<file path="config.mk">
export PLATFORM = sky130hd
export DESIGN_NAME = sel_scan_8
export DESIGN_NICKNAME = d
export VERILOG_FILES = /design/src/rtl/sel_scan_8.sv
export SDC_FILE = /design/constraint.sdc
export NUM_CORES = 1
export LEC_CHECK = 0
export ABC_AREA = 1
export CAP_MARGIN = 20
export CORE_MARGIN = 5
export CORE_UTILIZATION = 44
export DETAILED_ROUTE_END_ITERATION = 8
export GPL_ROUTABILITY_DRIVEN = 1
export PLACE_DENSITY = 0.82
export SLEW_MARGIN = 40
export SYNTH_ARGS = -nofsm -noshare
export SYNTH_HDL_FRONTEND = slang
export SYNTH_SLANG_ARGS = --single-unit
</file>
<file path="constraint.sdc">
create_clock -name clk -period 1.9 [get_ports clk]
set_clock_uncertainty 0.05 [all_clocks]
set_input_delay 0.57 -clock clk [delete_from_list [all_inputs] [get_ports clk]]
set_output_delay 0.57 -clock clk [all_outputs]
set_load 0.02 [all_outputs]
</file>
<file path="src/rtl/sel_scan_8.sv">
// One-hot scan generator for an 8:1 one-hot selector, stepping every PERIOD enabled cycles.
// Optional macro SEL_SCAN_8_IDLE_EN adds an IDLE state that parks sel at 8'h00 while en=0.
//
// state  | meaning
// -------+---------------------------------------------------------------
// S_RUN  | sel = 1<<idx, prescaler counts enabled cycles, steps idx
// S_IDLE | (SEL_SCAN_8_IDLE_EN only) sel = 0, idx retained, cnt cleared

module sel_scan_8 #(
  parameter int unsigned PERIOD = 4
) (
  input  logic       clk,
  input  logic       rst_n,
  input  logic       en,
  input  logic       dir,
  input  logic       load,
  input  logic [2:0] load_idx,
  output logic [7:0] sel,
  output logic [2:0] idx,
  output logic       step,
  output logic       wrap
);

  localparam int unsigned   CW       = (PERIOD > 1) ? $clog2(PERIOD) : 1;
  localparam logic [CW-1:0] CNT_LAST = CW'(PERIOD - 1);

  typedef enum logic {
    S_IDLE = 1'b0,
    S_RUN  = 1'b1
  } state_t;

`ifdef SEL_SCAN_8_IDLE_EN
  localparam state_t     RST_STATE = S_IDLE;
  localparam logic [7:0] RST_SEL   = 8'h00;
`else
  localparam state_t     RST_STATE = S_RUN;
  localparam logic [7:0] RST_SEL   = 8'h01;
`endif

  state_t          state_q, state_d;
  logic [2:0]      idx_q, idx_d, idx_adv;
  logic [CW-1:0]   cnt_q, cnt_d;
  logic [7:0]      sel_q, sel_d;
  logic            step_q, step_d;
  logic            wrap_q, wrap_d;

  always_ff @(posedge clk) begin
    if (!rst_n) begin
      state_q <= RST_STATE;
      idx_q   <= 3'd0;
      cnt_q   <= '0;
      sel_q   <= RST_SEL;
      step_q  <= 1'b0;
      wrap_q  <= 1'b0;
    end else begin
      state_q <= state_d;
      idx_q   <= idx_d;
      cnt_q   <= cnt_d;
      sel_q   <= sel_d;
      step_q  <= step_d;
      wrap_q  <= wrap_d;
    end
  end

  always_comb begin
    state_d = state_q;
    idx_d   = idx_q;
    cnt_d   = cnt_q;
    step_d  = 1'b0;
    wrap_d  = 1'b0;
    idx_adv = dir ? (idx_q - 3'd1) : (idx_q + 3'd1);
    case (state_q)
      S_RUN: begin
        // load outranks en/dir and restarts the prescaler
        if (load) begin
          idx_d = load_idx;
          cnt_d = '0;
        end else if (en) begin
          if (cnt_q == CNT_LAST) begin
            cnt_d  = '0;
            idx_d  = idx_adv;
            step_d = 1'b1;
            wrap_d = dir ? (idx_q == 3'd0) : (idx_q == 3'd7);
          end else begin
            cnt_d = cnt_q + CW'(1);
          end
        end
`ifdef SEL_SCAN_8_IDLE_EN
        else begin
          state_d = S_IDLE;
          cnt_d   = '0;
        end
`endif
      end
`ifdef SEL_SCAN_8_IDLE_EN
      S_IDLE: begin
        if (load || en) begin
          state_d = S_RUN;
          cnt_d   = '0;
          if (load) idx_d = load_idx;
        end
      end
`endif
      default: state_d = RST_STATE;
    endcase
    // sel is registered alongside idx so the two never disagree
    sel_d = (state_d == S_RUN) ? (8'h01 << idx_d) : 8'h00;
  end

  assign sel  = sel_q;
  assign idx  = idx_q;
  assign step = step_q;
  assign wrap = wrap_q;

endmodule

</file>
==> summary.txt <==
Clocking
  – Root Driver: clkbuf_4
  – Clock transition at path regs: 90 ps
  – Clock Latency Late Sink: 280 ps
  – H-tree depth: 1
  – Sink Count: 15
  – Hold buffers post-CTS: 0
  – Maximum buffer depth of the clock tree: 2
  – CTS Buf Count: 3
  – TritonCTS clock tree: built

Final layout
  – Design area: 959.7 um2
  – Fillers: 131
  – Share of layout cells above drive strength 1: 19.64%
  – # diodes: 0
  – Nets@finish: 124
  – Final Core Density: 64.45%
  – Area grow syn2layout: 39.20%

Critical path
  – Kind of end point of the critical path: output port
  – CP startpoint: idx[0]$_SDFF_PN0_
  – Buffers plus inverters on the worst setup path: 1
  – Critical path, cell by cell: clkdlybuf4s50_1
  – Crit path max fanout: 2
  – CP top delay family: buffers and inverters
  – Reg2Reg Launch Point: idx[0]$_SDFF_PN0_
  – CP Depth: 1
  – Crit path largest cell delay: 610 ps
  – Kind of critical path: reg -> out
  – Startpoint types: register
  – FF-to-FF path depth: 9
  – Critical Path RT: 1280 ps
  – Worst path arrival time: 1230 ps
  – Critical-path top delay cell: clkdlybuf4s50_1

Timing
  – Actual slew at the worst max-slew pin: 269.6 ps
  – Crit path time final: 1851 ps
  – Tcrit/Tclk final: 97.44%
  – RSZ-0062 raised after global routing: no
  – Max Fclk: 0.5401 GHz
  – Final Hold Fails: 0
  – Pins Over Slew Limit: 0
  – Number of setup violations in the final report: 0
  – Slew headroom: 81.86%
  – Hold slack final: 480.9 ps

Status
  – Status: completed

Yosys
  – Mapped Area: 689.4 um2
  – Top post-synthesis cells by count: dfxtp_1 (15), inv_1 (15), nand2_1 (14), nor2_1 (13), nand3_1 (7)
  – Cell taking the most area after synthesis: dfxtp_1
  – Syn_area_per_cell: 8.111 um2
  – Synthesis-stage register bit count: 15
  – Synth warn: 0
  – Post-synth top area share: 43.56%
  – Gate Count Post-Synth: 85
  – Post-synth EDFFs: 0
  – Sequential share of the synthesized area: 43.56%
  – Post-synth cell types: 19
  – Synth area leaders: dfxtp_1 (44%), inv_1 (8.2%), nand2_1 (7.6%)
  – Ys async rst share: 0%
  – Leading register cell type out of synthesis: dfxtp_1
  – Mapped Nets: 96

Detailed routing
  – Via-to-Cell Ratio: 4.953
  – Drt first pass iters: 7
  – Total wire length: 1560 um
  – DRT iter0 DRCs: 10
  – DRC: 0
  – Routed wire length per instance: 12.19 um
  – Vias: 634
  – Number of nets still failing antenna checks after routing: 0

Global routing
  – First-pass GRT wire length: 2628 um
  – Vias in the first global route: 627
  – Grt total ovfl: 0
  – Largest net degree at the start of global routing: 10
  – Initial antenna violation count: 0
  – GRT Total Usage: 13.64%

Floorplan
  – DIE HEIGHT: 49.59 um
  – FP Rows: 14
  – Core ar.: 0.001489 mm2
  – Chip width: 49.59 um
  – Initial Util: 46.30%
  – Die Area: 0.002459 mm2
  – Ports: 21

Job
  – Max-cap viol count: 0

Power
  – Total power: 0.6467 mW
  – Power per cell area: 673.8 mW/mm2
  – VDD IR max: 0.4200 mV
  – Leak Pwr: 0.4565 nW

Worst hold path
  – Hold_sp: cnt_q[1]$_SDFFE_PP0P_
  – Hold depth: 2
  – Hold WC Path Type: reg -> reg

Placement
  – Port Buffer Count: 20
  – Placer Congestion: 0.8448
  – Area post-placement: 928.4 um2
  – DP HPWL: 1219 um
-- area by class of cell --
type	instances	area, um2	share of cell area [%]
Timing Repair Buffer	24	226.5	23.60
Clock inverter	1	5.005	0.5215
Sequential cell	15	300.3	31.29
Inverter	15	56.30	5.867
Tap cell	16	20.02	2.086
Multi-Input combinational cell	54	329.1	34.29
Clock buffer	3	22.52	2.347
-- what timing repair did --
item | in CTS | in global routing
setup buffers | 0 | 0
resized for setup | 6 | 0
setup endpoints to repair | 11 | 0
-- routing by layer --
layer	part of all wire [%]	wire [um]	vias to the layer above	GRT usage (%)
met5	0	0	-	0
met4	2.8	44	0	6.987
met3	6.9	107	6	4.217
met2	49	765	28	22.67
met1	41	643	284	15.41
li1	-	-	316	-
-- cells in the final DEF, fill, tap and decap left out --
master            n
ha_1              2
nand3_2           5
buf_4             4
nand3_1           7
clkbuf_4          3
inv_1            15
nor2_4            1
xnor2_1           1
nor2_2            2
nand2_1          13
clkdlybuf4s50_1  17
nor2_1           12
nand2_4           1
nor3_1            1
a211oi_1          1
fa_2              1
a22oi_1           2
or2_2             1
clkinv_2          1
dfxtp_1          15
nand2_2           3
nor4_1            1
dlygate4sd2_1     3
-- stage by stage --
| step | TNS [ps] | setup slack, ps | instances |
|---|---|---|---|
| after global routing | 0 | 10.85 | 128 |
| after floorplan | 0 | 214.0 | 85 |
| after detailed placement | -3499 | -367.7 | 124 |
| after global placement | -2915 | -307.8 | 124 |
| after CTS | 0 | 42.66 | 128 |
| final | 0 | 48.65 | 128 |
-- tightest hold or removal path, cell delays in order (launching register included) --
cell and delay [ps]:
dfxtp_1 340, nor2_1 90, a211oi_1 60
-- where the power goes --
group          switching, mW  leakage [nW]  internal, mW
clock network          0.106        0.0177        0.0782
registers            0.00760         0.123         0.327
logic                 0.0707         0.316        0.0572
total                  0.184         0.457         0.463
-- cells by family after synthesis --
kind of cell / after synthesis / synth area share (%)
AO/OA/AOI/OAI: 3 / 3.267
flip-flops: 15 / 43.56
buffers and inverters: 16 / 9.800
XOR/XNOR: 1 / 1.271
adder cells (fa/ha/maj): 3 / 6.533
AND/OR/NAND/NOR: 47 / 35.57
-- sequential cells by signal (all words and copies together) (netlist names) --
signal / flops
cnt_q: 2
step: 1
wrap: 1
sel: 8
idx: 3
-- worst paths after layout --
path / end / slack [ps]
max: idx[0] / 50
min: cnt_q[1]$_SDFFE_PP0P_ / 480
max reg2reg: sel[5]$_SDFF_PN0_ / 250
min reg2reg: cnt_q[1]$_SDFFE_PP0P_ / 480
No activity file was read; power rests on OpenSTA's default activity.
